<file path="config.mk">
export PLATFORM = sky130hd
export DESIGN_NAME = c7bifu_iq_flat
export DESIGN_NICKNAME = d
export VERILOG_FILES = /design/src/rtl/c7bifu_iq_if.sv /design/src/rtl/c7bifu_iq.sv /design/src/flat_wrapper.sv
export SDC_FILE = /design/constraint.sdc
export NUM_CORES = 1
export LEC_CHECK = 0
export CAP_MARGIN = 30
export CORE_ASPECT_RATIO = 2
export CORE_UTILIZATION = 40
export CTS_CLUSTER_SIZE = 28
export DETAILED_ROUTE_END_ITERATION = 7
export PLACE_DENSITY = 0.61
export SKIP_LAST_GASP = 1
export SLEW_MARGIN = 5
export SYNTH_ARGS = -nofsm -noshare
export SYNTH_HDL_FRONTEND = slang
export SYNTH_SLANG_ARGS = --single-unit
</file>
<file path="constraint.sdc">
create_clock -name clk -period 22.1 [get_ports clk]
set_input_delay 4.42 -clock clk [delete_from_list [all_inputs] [get_ports clk]]
set_output_delay 4.42 -clock clk [all_outputs]
set_load 0.01 [all_outputs]
</file>
<file path="src/rtl/c7bifu_iq_if.sv">
// c7bifu instruction queue bus: fetch push side and decode head side.
// master = fetch/decode environment, slave = the queue itself.
interface c7bifu_iq_if #(
    parameter int PTR_W = 2
);
    logic             fch_iq_vld;
    logic [31:0]      fch_iq_pc;
    logic [31:0]      fch_iq_inst;
    logic             fch_iq_exc_vld;
    logic [5:0]       fch_iq_exc_code;
    logic             iq_fch_ready;
    logic             inst_vld_f;
    logic [31:0]      inst_addr_f;
    logic [31:0]      inst_f;
    logic             iq_dec_exc_vld_f;
    logic [5:0]       iq_dec_exc_code_f;
    logic [PTR_W:0]   iq_count;

    modport master (
        output fch_iq_vld, fch_iq_pc, fch_iq_inst,
        output fch_iq_exc_vld, fch_iq_exc_code,
        input  iq_fch_ready, inst_vld_f, inst_addr_f, inst_f,
        input  iq_dec_exc_vld_f, iq_dec_exc_code_f, iq_count
    );

    modport slave (
        input  fch_iq_vld, fch_iq_pc, fch_iq_inst,
        input  fch_iq_exc_vld, fch_iq_exc_code,
        output iq_fch_ready, inst_vld_f, inst_addr_f, inst_f,
        output iq_dec_exc_vld_f, iq_dec_exc_code_f, iq_count
    );
endinterface

</file>
<file path="src/rtl/c7bifu_iq.sv">
// c7bifu instruction queue: circular FIFO of {pc, inst, exc} between
// fetch response and decode, with stall backpressure and flush discard.
module c7bifu_iq #(
    parameter int DEPTH = 4,
    parameter int PTR_W = 2
) (
    input  logic          clk,
    input  logic          reset,
    input  logic          flush,
    input  logic          stall,
    c7bifu_iq_if.slave    iq
);
    logic [PTR_W:0]   r_wr_ptr;
    logic [PTR_W:0]   r_rd_ptr;
    logic [31:0]      r_pc       [DEPTH];
    logic [31:0]      r_inst     [DEPTH];
    logic             r_exc_vld  [DEPTH];
    logic [5:0]       r_exc_code [DEPTH];

    logic             w_empty;
    logic             w_full;
    logic             w_push;
    logic             w_pop;
    logic [PTR_W-1:0] w_wr_idx;
    logic [PTR_W-1:0] w_rd_idx;

    assign w_wr_idx = r_wr_ptr[PTR_W-1:0];
    assign w_rd_idx = r_rd_ptr[PTR_W-1:0];
    assign w_empty  = (r_wr_ptr == r_rd_ptr);
    assign w_full   = (w_wr_idx == w_rd_idx) &&
                      (r_wr_ptr[PTR_W] != r_rd_ptr[PTR_W]);

    // Ready depends only on registered pointers, never on stall/vld.
    assign iq.iq_fch_ready = ~w_full;
    assign w_push = iq.fch_iq_vld & ~w_full & ~flush;
    assign w_pop  = ~w_empty & ~stall & ~flush;

    assign iq.inst_vld_f        = w_pop;
    assign iq.inst_addr_f       = r_pc[w_rd_idx];
    assign iq.inst_f            = r_inst[w_rd_idx];
    assign iq.iq_dec_exc_vld_f  = r_exc_vld[w_rd_idx];
    assign iq.iq_dec_exc_code_f = r_exc_code[w_rd_idx];
    assign iq.iq_count          = r_wr_ptr - r_rd_ptr;

    // Pointer update; flush outranks push and pop.
    always_ff @(posedge clk or posedge reset) begin
        if (reset) begin
            r_wr_ptr <= '0;
            r_rd_ptr <= '0;
        end else if (flush) begin
            r_wr_ptr <= '0;
            r_rd_ptr <= '0;
        end else begin
            if (w_push) r_wr_ptr <= r_wr_ptr + 1'b1;
            if (w_pop)  r_rd_ptr <= r_rd_ptr + 1'b1;
        end
    end

    // Entry storage; flush leaves contents untouched.
    always_ff @(posedge clk or posedge reset) begin
        if (reset) begin
            for (int i = 0; i < DEPTH; i++) begin
                r_pc[i]       <= '0;
                r_inst[i]     <= '0;
                r_exc_vld[i]  <= 1'b0;
                r_exc_code[i] <= '0;
            end
        end else if (w_push) begin
            r_pc[w_wr_idx]       <= iq.fch_iq_pc;
            r_inst[w_wr_idx]     <= iq.fch_iq_inst;
            r_exc_vld[w_wr_idx]  <= iq.fch_iq_exc_vld;
            r_exc_code[w_wr_idx] <= iq.fch_iq_exc_code;
        end
    end
endmodule

</file>
<file path="src/flat_wrapper.sv">
// flat-port wrapper written by rule: the top's interface ports become plain ports
module c7bifu_iq_flat 
#(
    parameter int DEPTH = 4,
    parameter int PTR_W = 2
)
  (clk, reset, flush, stall, iq_fch_iq_vld, iq_fch_iq_pc, iq_fch_iq_inst, iq_fch_iq_exc_vld, iq_fch_iq_exc_code, iq_iq_fch_ready, iq_inst_vld_f, iq_inst_addr_f, iq_inst_f, iq_iq_dec_exc_vld_f, iq_iq_dec_exc_code_f, iq_iq_count);
  c7bifu_iq_if #(.PTR_W(PTR_W)) iq_i ();
  input  logic clk;
  input  logic reset;
  input  logic flush;
  input  logic stall;
  input wire logic [$bits(iq_i.fch_iq_vld)-1:0] iq_fch_iq_vld;
  input wire logic [$bits(iq_i.fch_iq_pc)-1:0] iq_fch_iq_pc;
  input wire logic [$bits(iq_i.fch_iq_inst)-1:0] iq_fch_iq_inst;
  input wire logic [$bits(iq_i.fch_iq_exc_vld)-1:0] iq_fch_iq_exc_vld;
  input wire logic [$bits(iq_i.fch_iq_exc_code)-1:0] iq_fch_iq_exc_code;
  output wire logic [$bits(iq_i.iq_fch_ready)-1:0] iq_iq_fch_ready;
  output wire logic [$bits(iq_i.inst_vld_f)-1:0] iq_inst_vld_f;
  output wire logic [$bits(iq_i.inst_addr_f)-1:0] iq_inst_addr_f;
  output wire logic [$bits(iq_i.inst_f)-1:0] iq_inst_f;
  output wire logic [$bits(iq_i.iq_dec_exc_vld_f)-1:0] iq_iq_dec_exc_vld_f;
  output wire logic [$bits(iq_i.iq_dec_exc_code_f)-1:0] iq_iq_dec_exc_code_f;
  output wire logic [$bits(iq_i.iq_count)-1:0] iq_iq_count;
  assign iq_i.fch_iq_vld = iq_fch_iq_vld;
  assign iq_i.fch_iq_pc = iq_fch_iq_pc;
  assign iq_i.fch_iq_inst = iq_fch_iq_inst;
  assign iq_i.fch_iq_exc_vld = iq_fch_iq_exc_vld;
  assign iq_i.fch_iq_exc_code = iq_fch_iq_exc_code;
  assign iq_iq_fch_ready = iq_i.iq_fch_ready;
  assign iq_inst_vld_f = iq_i.inst_vld_f;
  assign iq_inst_addr_f = iq_i.inst_addr_f;
  assign iq_inst_f = iq_i.inst_f;
  assign iq_iq_dec_exc_vld_f = iq_i.iq_dec_exc_vld_f;
  assign iq_iq_dec_exc_code_f = iq_i.iq_dec_exc_code_f;
  assign iq_iq_count = iq_i.iq_count;
  c7bifu_iq #(.DEPTH(DEPTH), .PTR_W(PTR_W)) u_core (.clk(clk), .reset(reset), .flush(flush), .stall(stall), .iq(iq_i));
endmodule
</file>
### Word-level counts from Yosys, hierarchy flattened

Cells that the tools add are included.

| cells by class | value |
|---|---|
| add/subtract/negate cells | 3 |
| order comparisons | 3 |
| equal/unequal tests | 3 |
| muxes and demuxes | 26 |
| bitwise operators | 10 |
| reductions and logical operators | 4 |

Operator list:

| operator | number |
|---|---|
| $bwmux W128 | 2 |
| $mux W32 | 5 |
| $bmux W32 S2 | 2 |
| $demux W32 S2 | 1 |
| $bwmux W24 | 1 |
| $mux W6 | 3 |
| $bmux W6 S2 | 1 |
| $demux W6 S2 | 1 |
| $mux W3 | 4 |
| $add A3 B1 Y3 const B | 2 |
| $ge A3 B3 Y1 const B | 2 |
| $not A2 Y3 | 2 |
| $and A1 B1 Y1 | 4 |
| $bwmux W4 | 1 |
| $not A1 Y1 | 4 |
| $reduce_bool A2 Y1 | 2 |
| $eq A3 B3 Y1 | 1 |
| $lt A3 B1 Y1 const B | 1 |
| $mux W1 | 3 |
| $sub A3 B3 Y3 | 1 |
| $bmux W1 S2 | 1 |
| $demux W1 S2 | 1 |
| $eq A2 B2 Y1 | 1 |
| $logic_and A1 B1 Y1 | 2 |
| $ne A1 B1 Y1 | 1 |

| word-level totals | value |
|---|---|
| register bits | 290 |

### Logic depth before layout (Yosys ltp)

| depth | value |
|---|---|
| depth after elaboration | 7 |
| gate-level depth with buffers | 9 |

### Worst setup path after synthesis

OpenSTA, ideal clock, no wires.

| path | value |
|---|---|
| path type | input-to-output |
| from | in stall |
| to | out iq_inst_vld_f |
| arrival time | 4,869 ps |
| data required time | 17,680 ps |
| setup slack | 12,811 ps |
| stages | 3 |
| buffers on the path | 0 |
| cell sequence | inv_1 > o21a_1 > nor2b_1 |

| between the ends | value |
|---|---|
| longest elaborated chain between the ends | 3 |

RTL lines:

| item | RTL line | RTL |
|---|---|---|
| start, declared | flat_wrapper.sv:12 | `input logic stall;` |
| $not A1 Y1 | c7bifu_iq.sv:36 | `assign w_pop = ~w_empty & ~stall & ~flush;` |
| $and A1 B1 Y1 (2 in a row) | c7bifu_iq.sv:36 |  |
| end, declared | flat_wrapper.sv:19 | `output wire logic [$bits(iq_i.inst_vld_f)-1:0] iq_inst_vld_f;` |

Every way passes these cells.

### Worst setup path in the final report

| path | value |
|---|---|
| from | in flush |
| to | out iq_inst_vld_f |

| between the ends | value |
|---|---|
| longest elaborated chain between the ends | 2 |

RTL lines:

| item | RTL line | RTL |
|---|---|---|
| start, declared | flat_wrapper.sv:11 | `input logic flush;` |
| $not A1 Y1 | c7bifu_iq.sv:36 |  |
| $and A1 B1 Y1 | c7bifu_iq.sv:36 |  |

Every way passes these cells.

==> run metrics <==
residual DRC count 0; Slew Viols, Final 0; crit-path max FO 16; Worst Setup End Kind output port; initial drt markers between 150 and 200; grt ovf 0; CP Launch Type input pin; clk sinks 290; EDFF count, synth 0; internal power 1.317 mW; PwrDens roughly 110 mW/mm^2; clock group share of total power about 30%; register bit total from synthesis 290; Synth Warn # 0; post-CTS sizing 0; Final ANT Viol Nets 0; Tot GR Track Use 17.31%; reg2reg start u_core.r_rd_ptr[1]; post-synth cell types 25; Die H 255.6 um; setup ws final ~12000 ps; pre-CTS setup slack 11840 ps; unrepaired setup endpoints after global routing false; critical path class input pin to output port; Pre-Repair DR Iteration Count 4; sequential power share between 40 and 50%; Tmin final 10280 ps; skew final 9.845 ps; Slew @ Worst Pin roughly 890 ps; Die Wd 128.8 um; Mapped Cells 743; final setup fails 0; hpwl dp 16.68 mm; buffer count from post-CTS setup fixing 0; Core Rows 92; largest net degree at the start of global routing about 140; global-route wire length before repair approximately 44 mm; Inserted Clock Buffers 28; Psw 0.4509 mW; die area 0.03291 mm^2; IO Pins 152; Synth area leader dfrtp_1; Syn Area/Cell approximately 17 um^2; initial antenna violation count 1; most used flip-flop cell after synthesis dfrtp_1; maximum level of the CTS H-tree 1; Clk pin slew, worst setup/hold paths ~60 ps; effective utilization at floorplan 40.77%; Final nets 976; Post-CTS Hold Buffers 0; final wirelength 26.87 mm; Wirelength per Cell around 20 um; crit share post-route 46.52%; Synth area leaders dfrtp_1, mux2_2, mux4_2, buf_6, ha_1; worst-case clock buffer depth 3; start point of the critical path flush; Static Leak 6.542 nW; fraction of registers with async set/reset between 90% and 100%; relative slew slack between 40% and 50%; Root Buffer clkbuf_16; fraction of layout cells with a size suffix above 1 47.16%; via count between 6000 and 7000; top-count cell post-synth dfrtp_1; IR drop worst, VDD 0.07460 mV; port bufs ~150; sw frac between 20% and 30%; vias in the first global route 7819; syn_nets 827; routability cong. approximately 0.71; synth-to-layout area growth 22.28%; fmax 0.09726 GHz; Max Cap Violations 0; Core Region 0.03154 mm^2; Clock Latency Late Sink roughly 550 ps; Mapped Area 0.01286 mm^2; top-area cell type share of the netlist area 56.44%; via/cell ratio 5.186; status finished clean; Comb power frac 27.1%; hold path start u_core.r_pc[32]; hold crit path type register to register; CTS tree built; total negative slack 0 ps; Seq/Total Area, Yosys 56.44%; Hold Vio Cnt, Final 0; top cells by count, synth dfrtp_1, mux2_2, mux4_2; CP required 17680 ps; Critical Path AT around 5900 ps
## final timing paths
| kind | to | slack (ps) | depth (start not counted) |
|---|---|---|---|
| worst max register to register | u_core.r_pc[55] | 18360 | 6 |
| worst max-delay path | iq_inst_vld_f | 11820 | 3 |
| max in group asynchronous | u_core.r_pc[124] | 15720 | 7 |
| min in group asynchronous | u_core.r_inst[116] | 4230 | 2 |
| worst min-delay path | u_core.r_pc[32] | 500 | 1 |
| worst min register to register | u_core.r_pc[32] | 500 | 1 |
## stage by stage
stage	cell area [um^2]	util, %	total power, mW	instances	hold WS (ps)
CTS	15690	49.76	1.798	1336	504.7
finish	15720	49.85	1.768	1338	501.6
detailed placement	14690	46.57	1.273	1284	490.1
floorplan	12860	-	1.072	743	475.1
global route	15720	49.85	1.864	1338	511.0
global placement	14630	46.40	1.259	1282	483.8
## per-layer routing
layer	part of all wire [%]	GRT usage [%]	vias to the layer above	wire, um
li1	-	-	3059	-
met1	38	20.12	3708	10300
met2	54	31.31	129	14590
met3	4.7	3.344	43	1264
met4	2.7	5.784	0	716
met5	0	0	-	0
## critical path, stage by stage
cell	delay, ps
clkdlybuf4s50_1	670
nor2b_1	220
clkdlybuf4s50_1	550
## sequential cells by signal, indices dropped and copies added (netlist names)
| name | count |
|---|---|
| u_core.r_inst | 128 |
| u_core.r_pc | 128 |
| u_core.r_wr_ptr | 3 |
| u_core.r_rd_ptr | 3 |
| u_core.r_exc_vld | 4 |
| u_core.r_exc_code | 24 |
## layout by cell type (no fill, tap or decap)
cell type	Yosys	layout
dfrtp_1	290	288
fa_1	1	1
mux2_2	287	287
a21boi_0	1	1
clkdlybuf4s50_1	0	151
bufinv_16	0	5
buf_4	0	11
mux2i_1	2	2
nand2b_1	4	4
nand2_1	3	3
clkinv_2	0	11
diode_2	0	1
clkbuf_16	0	29
clkbuf_8	0	4
a21oi_4	0	4
inv_8	0	1
nor2_1	4	4
and2_1	1	1
ha_1	7	7
clkbuf_1	10	1
nor3_1	1	1
o2111a_1	1	1
buf_16	0	3
xor2_4	1	1
nand3b_1	4	4
o21a_1	1	1
clkinvlp_4	0	2
mux4_2	71	71
dfrtp_4	0	2
a21oi_1	2	2
nor2b_1	3	3
nand3_1	1	1
xnor2_1	1	1
inv_1	7	6
## layout make-up
class	instances	area, um^2
well taps	423	529.3
multi-input cells	400	5213
diodes	1	2.502
inverters	7	33.78
fillers	2774	15820
repair buffers	165	1677
clock inverters	18	220.2
flip-flops and latches	290	7264
clock buffers	34	784.5
## kinds of logic (layout without fill, tap and decap cells)
group | after synthesis | count (layout) | share of synthesized area [%]
multiplexers | 360 | 360 | 37.72
flip-flops | 290 | 290 | 56.44
buffers and inverters | 53 | 224 | 3.260
AND/OR/NAND/NOR | 21 | 21 | 0.9048
AO/OA/AOI/OAI | 9 | 9 | 0.5546
adder cells (fa/ha/maj) | 8 | 8 | 0.8368
XOR/XNOR | 2 | 2 | 0.2822
other | 0 | 1 | 0
## power by group through the flow
stage	Sequential (mW)	Combinational (mW)	Clock, mW
finish	0.772	0.479	0.516
global route	0.795	0.516	0.553
CTS	0.775	0.490	0.534
detailed placement	0.785	0.488	0
global placement	0.780	0.479	0
floorplan	0.747	0.325	0
Power figures use the tool's default switching activity.
